$ cat config.mk
export PLATFORM = sky130hd
export DESIGN_NAME = mainfsm
export DESIGN_NICKNAME = d
export VERILOG_FILES = /design/src/rtl/mainfsm_pkg.sv /design/src/rtl/mainfsm_outdec.sv /design/src/rtl/mainfsm.sv
export SDC_FILE = /design/constraint.sdc
export NUM_CORES = 1
export LEC_CHECK = 0
export CORE_AREA = 2 2 39 41
export DETAILED_ROUTE_END_ITERATION = 8
export DIE_AREA = 0 0 41 43
export DONT_BUFFER_PORTS = 1
export PLACE_DENSITY = 0.45
export SLEW_MARGIN = 20
export SYNTH_ARGS = -nofsm -noshare
export SYNTH_HDL_FRONTEND = slang
export SYNTH_HIERARCHICAL = 1
export SYNTH_SLANG_ARGS = --single-unit
$ cat constraint.sdc
create_clock -name clk -period 1.6 [get_ports clk]
set_input_delay 0.16 -clock clk [delete_from_list [all_inputs] [get_ports clk]]
set_output_delay 0.16 -clock clk [all_outputs]
set_load 0.01 [all_outputs]
$ cat src/rtl/mainfsm_pkg.sv
// mainfsm_pkg: state encoding, Op classes, datapath select constants and the control word shared by mainfsm.
package mainfsm_pkg;

    typedef enum logic [3:0] {
        FETCH    = 4'd0,
        DECODE   = 4'd1,
        MEMADR   = 4'd2,
        MEMRD    = 4'd3,
        MEMWB    = 4'd4,
        MEMWR    = 4'd5,
        EXECUTER = 4'd6,
        EXECUTEI = 4'd7,
        ALUWB    = 4'd8,
        BRANCH   = 4'd9,
        UNKNOWN  = 4'd10
    } state_t;

    localparam logic [1:0] OP_DP  = 2'b00;
    localparam logic [1:0] OP_MEM = 2'b01;
    localparam logic [1:0] OP_BR  = 2'b10;
    localparam logic [1:0] OP_ILL = 2'b11;

    localparam logic [1:0] SRCA_REG = 2'b00;
    localparam logic [1:0] SRCA_PC  = 2'b01;

    localparam logic [1:0] SRCB_REG  = 2'b00;
    localparam logic [1:0] SRCB_IMM  = 2'b01;
    localparam logic [1:0] SRCB_FOUR = 2'b10;

    localparam logic [1:0] RES_ALUOUT = 2'b00;
    localparam logic [1:0] RES_DATA   = 2'b01;
    localparam logic [1:0] RES_ALU    = 2'b10;

    typedef struct packed {
        logic       irwrite;
        logic       adrsrc;
        logic [1:0] alusrca;
        logic [1:0] alusrcb;
        logic [1:0] resultsrc;
        logic       aluop;
        logic       nextpc;
        logic       regw;
        logic       memw;
        logic       branch;
        logic       instrdone;
    } ctrl_t;

endpackage

$ cat src/rtl/mainfsm_outdec.sv
// mainfsm_outdec: combinational map from FSM state to the packed datapath control word.
module mainfsm_outdec
    import mainfsm_pkg::*;
(
    input  state_t state_i,
    output ctrl_t  ctrl_o
);

    always_comb begin
        ctrl_o           = '0;
        ctrl_o.alusrca   = SRCA_REG;
        ctrl_o.alusrcb   = SRCB_REG;
        ctrl_o.resultsrc = RES_ALUOUT;
        case (state_i)
            FETCH: begin
                ctrl_o.irwrite   = 1'b1;
                ctrl_o.nextpc    = 1'b1;
                ctrl_o.alusrca   = SRCA_PC;
                ctrl_o.alusrcb   = SRCB_FOUR;
                ctrl_o.resultsrc = RES_ALU;
            end
            DECODE: begin
                ctrl_o.alusrca   = SRCA_PC;
                ctrl_o.alusrcb   = SRCB_FOUR;
                ctrl_o.resultsrc = RES_ALU;
            end
            MEMADR: ctrl_o.alusrcb = SRCB_IMM;
            MEMRD:  ctrl_o.adrsrc  = 1'b1;
            MEMWB: begin
                ctrl_o.resultsrc = RES_DATA;
                ctrl_o.regw      = 1'b1;
                ctrl_o.instrdone = 1'b1;
            end
            MEMWR: begin
                ctrl_o.adrsrc    = 1'b1;
                ctrl_o.memw      = 1'b1;
                ctrl_o.instrdone = 1'b1;
            end
            EXECUTER: ctrl_o.aluop = 1'b1;
            EXECUTEI: begin
                ctrl_o.alusrcb = SRCB_IMM;
                ctrl_o.aluop   = 1'b1;
            end
            ALUWB: begin
                ctrl_o.regw      = 1'b1;
                ctrl_o.instrdone = 1'b1;
            end
            BRANCH: begin
                ctrl_o.alusrcb   = SRCB_IMM;
                ctrl_o.resultsrc = RES_ALU;
                ctrl_o.branch    = 1'b1;
                ctrl_o.instrdone = 1'b1;
            end
            // UNKNOWN and every unused encoding: no controls, just finish the instruction
            default: ctrl_o.instrdone = 1'b1;
        endcase
    end

endmodule

$ cat src/rtl/mainfsm.sv
// mainfsm: multi-cycle ARM-subset control FSM; state register, next-state logic and reset gating of controls.
module mainfsm
    import mainfsm_pkg::*;
(
    input  logic       clk,
    input  logic       reset,
    input  logic [1:0] Op,
    input  logic [5:0] Funct,
    output logic       IRWrite,
    output logic       AdrSrc,
    output logic [1:0] ALUSrcA,
    output logic [1:0] ALUSrcB,
    output logic [1:0] ResultSrc,
    output logic       ALUOp,
    output logic       NextPC,
    output logic       RegW,
    output logic       MemW,
    output logic       Branch,
    output logic       InstrDone,
    output logic [3:0] StateOut
);

    state_t state_q, state_d;
    ctrl_t  ctrl, ctrl_g;
    logic   unused_funct;

    assign unused_funct = ^Funct[4:1];

    always_ff @(posedge clk)
        state_q <= !reset ? FETCH : state_d;

    always_comb begin
        state_d = FETCH;
        case (state_q)
            FETCH: state_d = DECODE;
            DECODE:
                case (Op)
                    OP_DP:   state_d = Funct[5] ? EXECUTEI : EXECUTER;
                    OP_MEM:  state_d = MEMADR;
                    OP_BR:   state_d = BRANCH;
                    OP_ILL:  state_d = UNKNOWN;
                    default: state_d = UNKNOWN;
                endcase
            MEMADR:   state_d = Funct[0] ? MEMRD : MEMWR;
            MEMRD:    state_d = MEMWB;
            EXECUTER: state_d = ALUWB;
            EXECUTEI: state_d = ALUWB;
            default:  state_d = FETCH;
        endcase
    end

    mainfsm_outdec u_outdec (
        .state_i (state_q),
        .ctrl_o  (ctrl)
    );

    // reset gating is combinational so no request escapes while reset is low
    assign ctrl_g    = reset ? ctrl : '0;
    assign StateOut  = reset ? state_q : FETCH;
    assign IRWrite   = ctrl_g.irwrite;
    assign AdrSrc    = ctrl_g.adrsrc;
    assign ALUSrcA   = ctrl_g.alusrca;
    assign ALUSrcB   = ctrl_g.alusrcb;
    assign ResultSrc = ctrl_g.resultsrc;
    assign ALUOp     = ctrl_g.aluop;
    assign NextPC    = ctrl_g.nextpc;
    assign RegW      = ctrl_g.regw;
    assign MemW      = ctrl_g.memw;
    assign Branch    = ctrl_g.branch;
    assign InstrDone = ctrl_g.instrdone;

endmodule

==> flow_summary.yaml, run 1 <==
status:
  status: "complete, no violations"
cells_and_area:
  layout-drive-gt1-share_pct: 15.6
  diodes: 0
  largest_reg_flops: 4
  final_nets: 76
  layoutNonFillerInstCount: 80
  syn_to_final_growth_pct: 4.62
  top_register: "state_q"
  top_regs: "state_q (4)"
synth:
  ys_async_sr_fraction_pct: 0
  synth_area_leaders: "and2_1 24%, dfxtp_1 17%, buf_4 8.2%"
  synth_fa_ha_area_share_pct: 0
  post-synth-top-area-cell: "and2_1"
  syn_inst: 64
  post_synth.cell_area_avg_um2: 7.19
  synth-seq-cells: 4
  synth-compound-area-share_pct: 11.7
  yosysMostFrequentCell: "and2_1"
  synth_top_family_by_area: "simple AND/OR/NAND/NOR gates"
  synth-simple-area-share_pct: 53.0
  synth_top_area_share_pct: 24.5
  ys_seq_area_share_pct: 17.4
  synth_edf_count: 0
  ys.flop_type: "dfxtp_1"
  synth_mux_area_share_pct: 0
  synth_xor_area_share_pct: 3.80
  syn_area_um2: 460
  ys_types: 24
  yosys-top-cells-count: "18 x and2_1, 5 x buf_4, 5 x nor3_1"
  yosys_warnings: 6
  synth_nets: 74
critical_path:
  worstPathRequired_ps: 1440
  crit_slowest_cell: "dfxtp_2"
  path_buf_inv: 0
  critPathTopFamily: "simple AND/OR/NAND/NOR gates"
  cp-startpoint: "state_q[2]"
  r2r-start: "state_q[3]"
  slowest_delay_ps: 420
  arrival_ps: 1300
  crit_type: "flop to output pin"
  rrSetupSlack_ps: 510
  path_cells: "and4bb_1 -> a211o_1 -> and2_1"
  crit_fanout: 9
  startpoint_type: "flop"
  crit_path_end_kind: "output pin"
detailed_routing:
  vias: 393
  ant_nets: 0
  drt-initial-drc-count: 0
  drc: 0
  wire_per_inst_um: 11.5
  via_per_inst: 4.91
  drt_first_pass_iters: 1
  wl_um: 917
pwr:
  p_leak_nw: 0.198
  p_per_area_nw_per_um2: 785
  intPower_mw: 0.252
  combPwrFrac_pct: 32.3
  irDropWorstVdd_uv: 479
  swShare_pct: 33.2
  clkPwrFrac_pct: 33.4
  seq_power_share_pct: 34.3
  p_sw_mw: 0.126
hold_path:
  worstHoldPathType: "input pin to flop"
  holdCritStartpoint: "reset"
sta:
  finalSetupViolCount: 0
  slew_viol_final: 0
  setup_tns_ps: 0
  timing.fmax_mhz: 683
  period_minus_slack_ps: 1460
  fin_skew_ps: 3.96
  period_share_pct: 91.6
  finalHoldViolCount: 0
  rsz0062_at_grt: "no"
clocking:
  htree_levels: 1
  cts_tree: "built"
  clockBufferDepth: 2
  clock_sinks: 4
  numCtsBuffers: 3
  clk_pin_slew_worst_paths_ps: 40
  insertion_delay_ps: 230
  cts_hold_buf: 0
  clockRootBuffer: "clkbuf_4"
grt:
  grt.met3_usage_pct: 3.14
  grt_pass1_vias: 372
  grt_max_degree: 20
  grt_first_pass_wirelength_mm: 1.41
  use_met2_pct: 20.3
  overflow: 0
  track_usage_pct: 11.7
  antenna_found_initial: 0
  busiest_layer: "met2"
  met1_usage_pct: 11.9
place:
  dp_cells: 77
  portBuffers: 0
  hpwlAfterDp_um: 677
  gp_congestion: 0.577
floorplanning:
  die_w_um: 41
  core_um2: 1380
  die_area_um2: 1760
  initial_core_util_pct: 33.3
  num_io_pins: 28
  die_height_um: 43
  rows: 14
run:
  cap_violations: 0
per-stage QoR:
stage / setup WS (ps) / cell area, um2 / utilization [%] / power [mW] / hold slack, ps
CTS: 8.77 / 479 / 34.6 / 0.384 / 87.8
detailed placement: 263 / 457 / 33.0 / 0.253 / 331
global route: 52.8 / 482 / 34.8 / 0.409 / 100
floorplan: 293 / 460 / - / 0.250 / 305
global placement: 273 / 457 / 33.0 / 0.252 / 321
finish: 135 / 482 / 34.8 / 0.378 / 93.8
cells by family (layout without fill, tap and decap cells):
family | count (synthesis) | count (layout)
buffers and inverters | 9 | 9
AOI/OAI and AO/OA | 9 | 9
other | 1 | 1
DFF | 4 | 4
and+or+nand+nor | 39 | 39
xor gates and xnor gates | 2 | 2
worst paths after layout:
kind	cells after the start	endpoint
worst max-delay path	3	ALUSrcB[0]
worst min-delay path	2	state_q[3]
worst max register to register	4	state_q[2]
worst min register to register	1	state_q[0]
power by group through the flow:
stage / sequential [mW] / clock [mW] / combinational (mW)
2_1_floorplan: 0.125 / 0 / 0.125
3_3_place_gp: 0.131 / 0 / 0.121
3_5_place_dp: 0.130 / 0 / 0.123
4_1_cts: 0.129 / 0.132 / 0.123
5_1_grt: 0.134 / 0.138 / 0.137
6_report: 0.130 / 0.126 / 0.122
timing repair:
| item | 4_1_cts | 5_1_grt |
|---|---|---|
| setup buffers | 0 | 0 |
| endpoints found under the setup margin | 0 | 2 |
| gates resized for setup | 0 | 2 |
per-layer routing:
layer / wire length [um] / vias up / part of all wire, %
met5: 0 / - / 0
met4: 6 / 0 / 0.65
met3: 54 / 2 / 5.9
met2: 461 / 12 / 50
met1: 394 / 171 / 43
li1: - / 208 / -
cells in the final DEF (no fill, tap or decap), drive strengths merged, types with 2 or more instances in the layout:
cell,instances
a21oi,4
and2,18
buf,4
clkbuf,3
dfxtp,4
inv,2
nand2b,4
nand3b,2
nor2,3
nor3,5
o21ai,2
xnor2,2
final cells by class:
cell class	instances	area (um2)
flip-flops and latches	4	82.6
multi-input cells	51	319
clock buffers	3	22.5
repair buffers	4	30.0
fillers	159	902
well taps	16	20.0
inverters	2	7.51
worst register-to-register path: cells and delay by family (launching register included):
family | cells | cell delay (ps)
and+or+nand+nor | 2 | 400
DFF | 1 | 320
buffers and inverters | 1 | 170
AOI/OAI and AO/OA | 1 | 130
Note: power is estimated with default switching activity, not from simulation.
==> run 2: changes to the inputs <==
Settings changed: CAP_MARGIN set to 20, SKIP_LAST_GASP set to 1.
==> results of run 2 <==
The final DEF is identical to that of run 1; final timing and power are the same.
==> run 3: changes to the inputs <==
Settings changed: CORE_AREA 2 2 39 41 to 5 5 42 44, DIE_AREA 0 0 41 43 to 0 0 47 49.
==> run 3 against run 2 <==
  * Fmax increased by 0.43%
  * Final area rose by 0.26%
  * Sequential power rose by 6%
  * Clock skew fell by 0.61 ps
  * Routed wire length rose by 8.8%
==> flow_summary.yaml, run 3 (synthesis results as in run 1) <==
cells_and_area:
  design_area_um2: 483
  final_common_cell: "and2_1"
  top_regs: "state_q (4)"
  largest_reg_flops: 4
  layout_common_cells: "18 x and2_1, 5 x nor3_1, 4 x nand2b_1, 4 x a21oi_1, 4 x dfxtp_2"
  top_register: "state_q"
  nFillCells: 162
  layout-drive-gt1-share_pct: 19.0
  diodes: 0
  syn_to_final_growth_pct: 4.89
  final_nets: 75
hold_path:
  worstHoldPathCells: 2
  holdCritStartpoint: "reset"
  holdPathEnd: "state_q[3]"
  worstHoldPathType: "input pin to flop"
detailed_routing:
  wire_per_inst_um: 12.6
  drt-initial-drc-count: 3
  via_per_inst: 5.13
  vias: 405
  ant_nets: 0
  drt_first_pass_iters: 2
  wl_um: 998
  drc: 0
clocking:
  cts_tree: "built"
  clock_sinks: 4
  clk_pin_slew_worst_paths_ps: 40
  insertion_delay_ps: 240
  cts_setup_buffers: 0
  htree_levels: 1
  clockBufferDepth: 2
  numCtsBuffers: 3
  clockRootBuffer: "clkbuf_4"
place:
  preCtsSetupSlack_ps: 277
  portBuffers: 0
  post_dp_cell_area_um2: 449
  gp_congestion: 0.659
  hpwlAfterDp_um: 721
critical_path:
  rrSetupSlack_ps: 600
  crit_path_end_kind: "output pin"
  worstPathRequired_ps: 1440
  r2r-start: "state_q[2]"
  crit_fanout: 8
  reg2reg_depth: 3
  crit_slowest_cell: "dfxtp_2"
  startpoint_type: "flop"
  arrival_ps: 1300
  path_buf_inv: 0
  crit_type: "flop to output pin"
  slowest_delay_ps: 380
  path_cells: "and3b_4 -> a211o_1 -> and2_1"
  crit-reg2reg-capture: "state_q[1]"
  critPathTopFamily: "simple AND/OR/NAND/NOR gates"
sta:
  fin_skew_ps: 3.35
  finalHoldViolCount: 0
  slew_viol_final: 0
  timing.fmax_mhz: 686
  period_minus_slack_ps: 1460
  rsz0062_at_grt: "no"
  hold_slack_ps: 70.8
  setup_tns_ps: 0
  worst_slack_ps: 141
  finalSetupViolCount: 0
  period_share_pct: 91.2
floorplanning:
  die_w_um: 47
  num_io_pins: 28
  core_um2: 1400
  die_height_um: 49
  rows: 14
  die_area_um2: 2300
  initial_core_util_pct: 32.9
grt:
  antenna_found_initial: 0
  overflow: 0
  track_usage_pct: 9.37
  grt_max_degree: 20
  grt_pass1_vias: 349
  grt_first_pass_wirelength_mm: 1.61
status:
  status: "complete, no violations"
pwr:
  p_leak_nw: 0.194
  p_per_area_nw_per_um2: 786
  irDropWorstVdd_uv: 330
run:
  cap_violations: 0
run 3: cell count changes in the layout (fill, tap and decap cells not counted):
cell	change
dfxtp_2	+2
nor4_2	+1
dfxtp_1	-2
nor4_1	-1
buf_4	-1
run 3: worst register-to-register path: cells and delay by family, from the launching register on:
| family | cells | cell delay [ps] |
|---|---|---|
| compound gates | 1 | 130 |
| buf+inv | 1 | 170 |
| flops | 1 | 360 |
| simple gates | 1 | 260 |
run 3: per-layer routing:
metal	vias to the layer above	track usage, %	share of wire (%)
met2	16	13.6	45
met1	181	11.2	44
met4	0	6.91	2.3
met5	-	0	0
met3	3	2.58	9.0
li1	205	-	-
run 3: worst max-delay path by stage:
stage | endpoint | cells after the start | start
4_1_cts | ALUSrcB[0] | 3 | state_q[2]
6_report | ALUSrcB[0] | 3 | state_q[3]
3_5_place_dp | ALUSrcB[0] | 3 | state_q[2]
3_3_place_gp | ALUSrcB[0] | 3 | state_q[2]
5_1_grt | NextPC | 3 | state_q[1]
2_1_floorplan | ALUSrcB[0] | 4 | state_q[1]
run 3: power breakdown:
| part | internal, mW | switching (mW) | leakage (nW) |
|---|---|---|---|
| registers | 0.112 | 0.0259 | 0.0344 |
| clock network | 0.0839 | 0.0416 | 0.0138 |
| logic | 0.0570 | 0.0592 | 0.146 |
| total | 0.253 | 0.127 | 0.194 |
run 3: timing repair:
item,CTS,global route
resized for setup,0,5
hold buffers,0,0
setup endpoints to repair,0,5
run 3: stage by stage:
stage | power, mW | utilization [%] | cells
6_report | 0.379 | 34.5 | 79
4_1_cts | 0.381 | 33.7 | 79
3_3_place_gp | 0.250 | 32.1 | 76
2_1_floorplan | 0.250 | - | 64
3_5_place_dp | 0.251 | 32.1 | 76
5_1_grt | 0.416 | 34.5 | 79
run 3: layout make-up:
class	instances	area, um2	share of cell area [%]
Clock buffer	3	22.5	4.66
Inverter	2	7.51	1.55
Tap cell	16	20.0	4.15
Timing Repair Buffer	3	22.5	4.66
Multi-Input combinational cell	51	325	67.4
Sequential cell	4	85.1	17.6
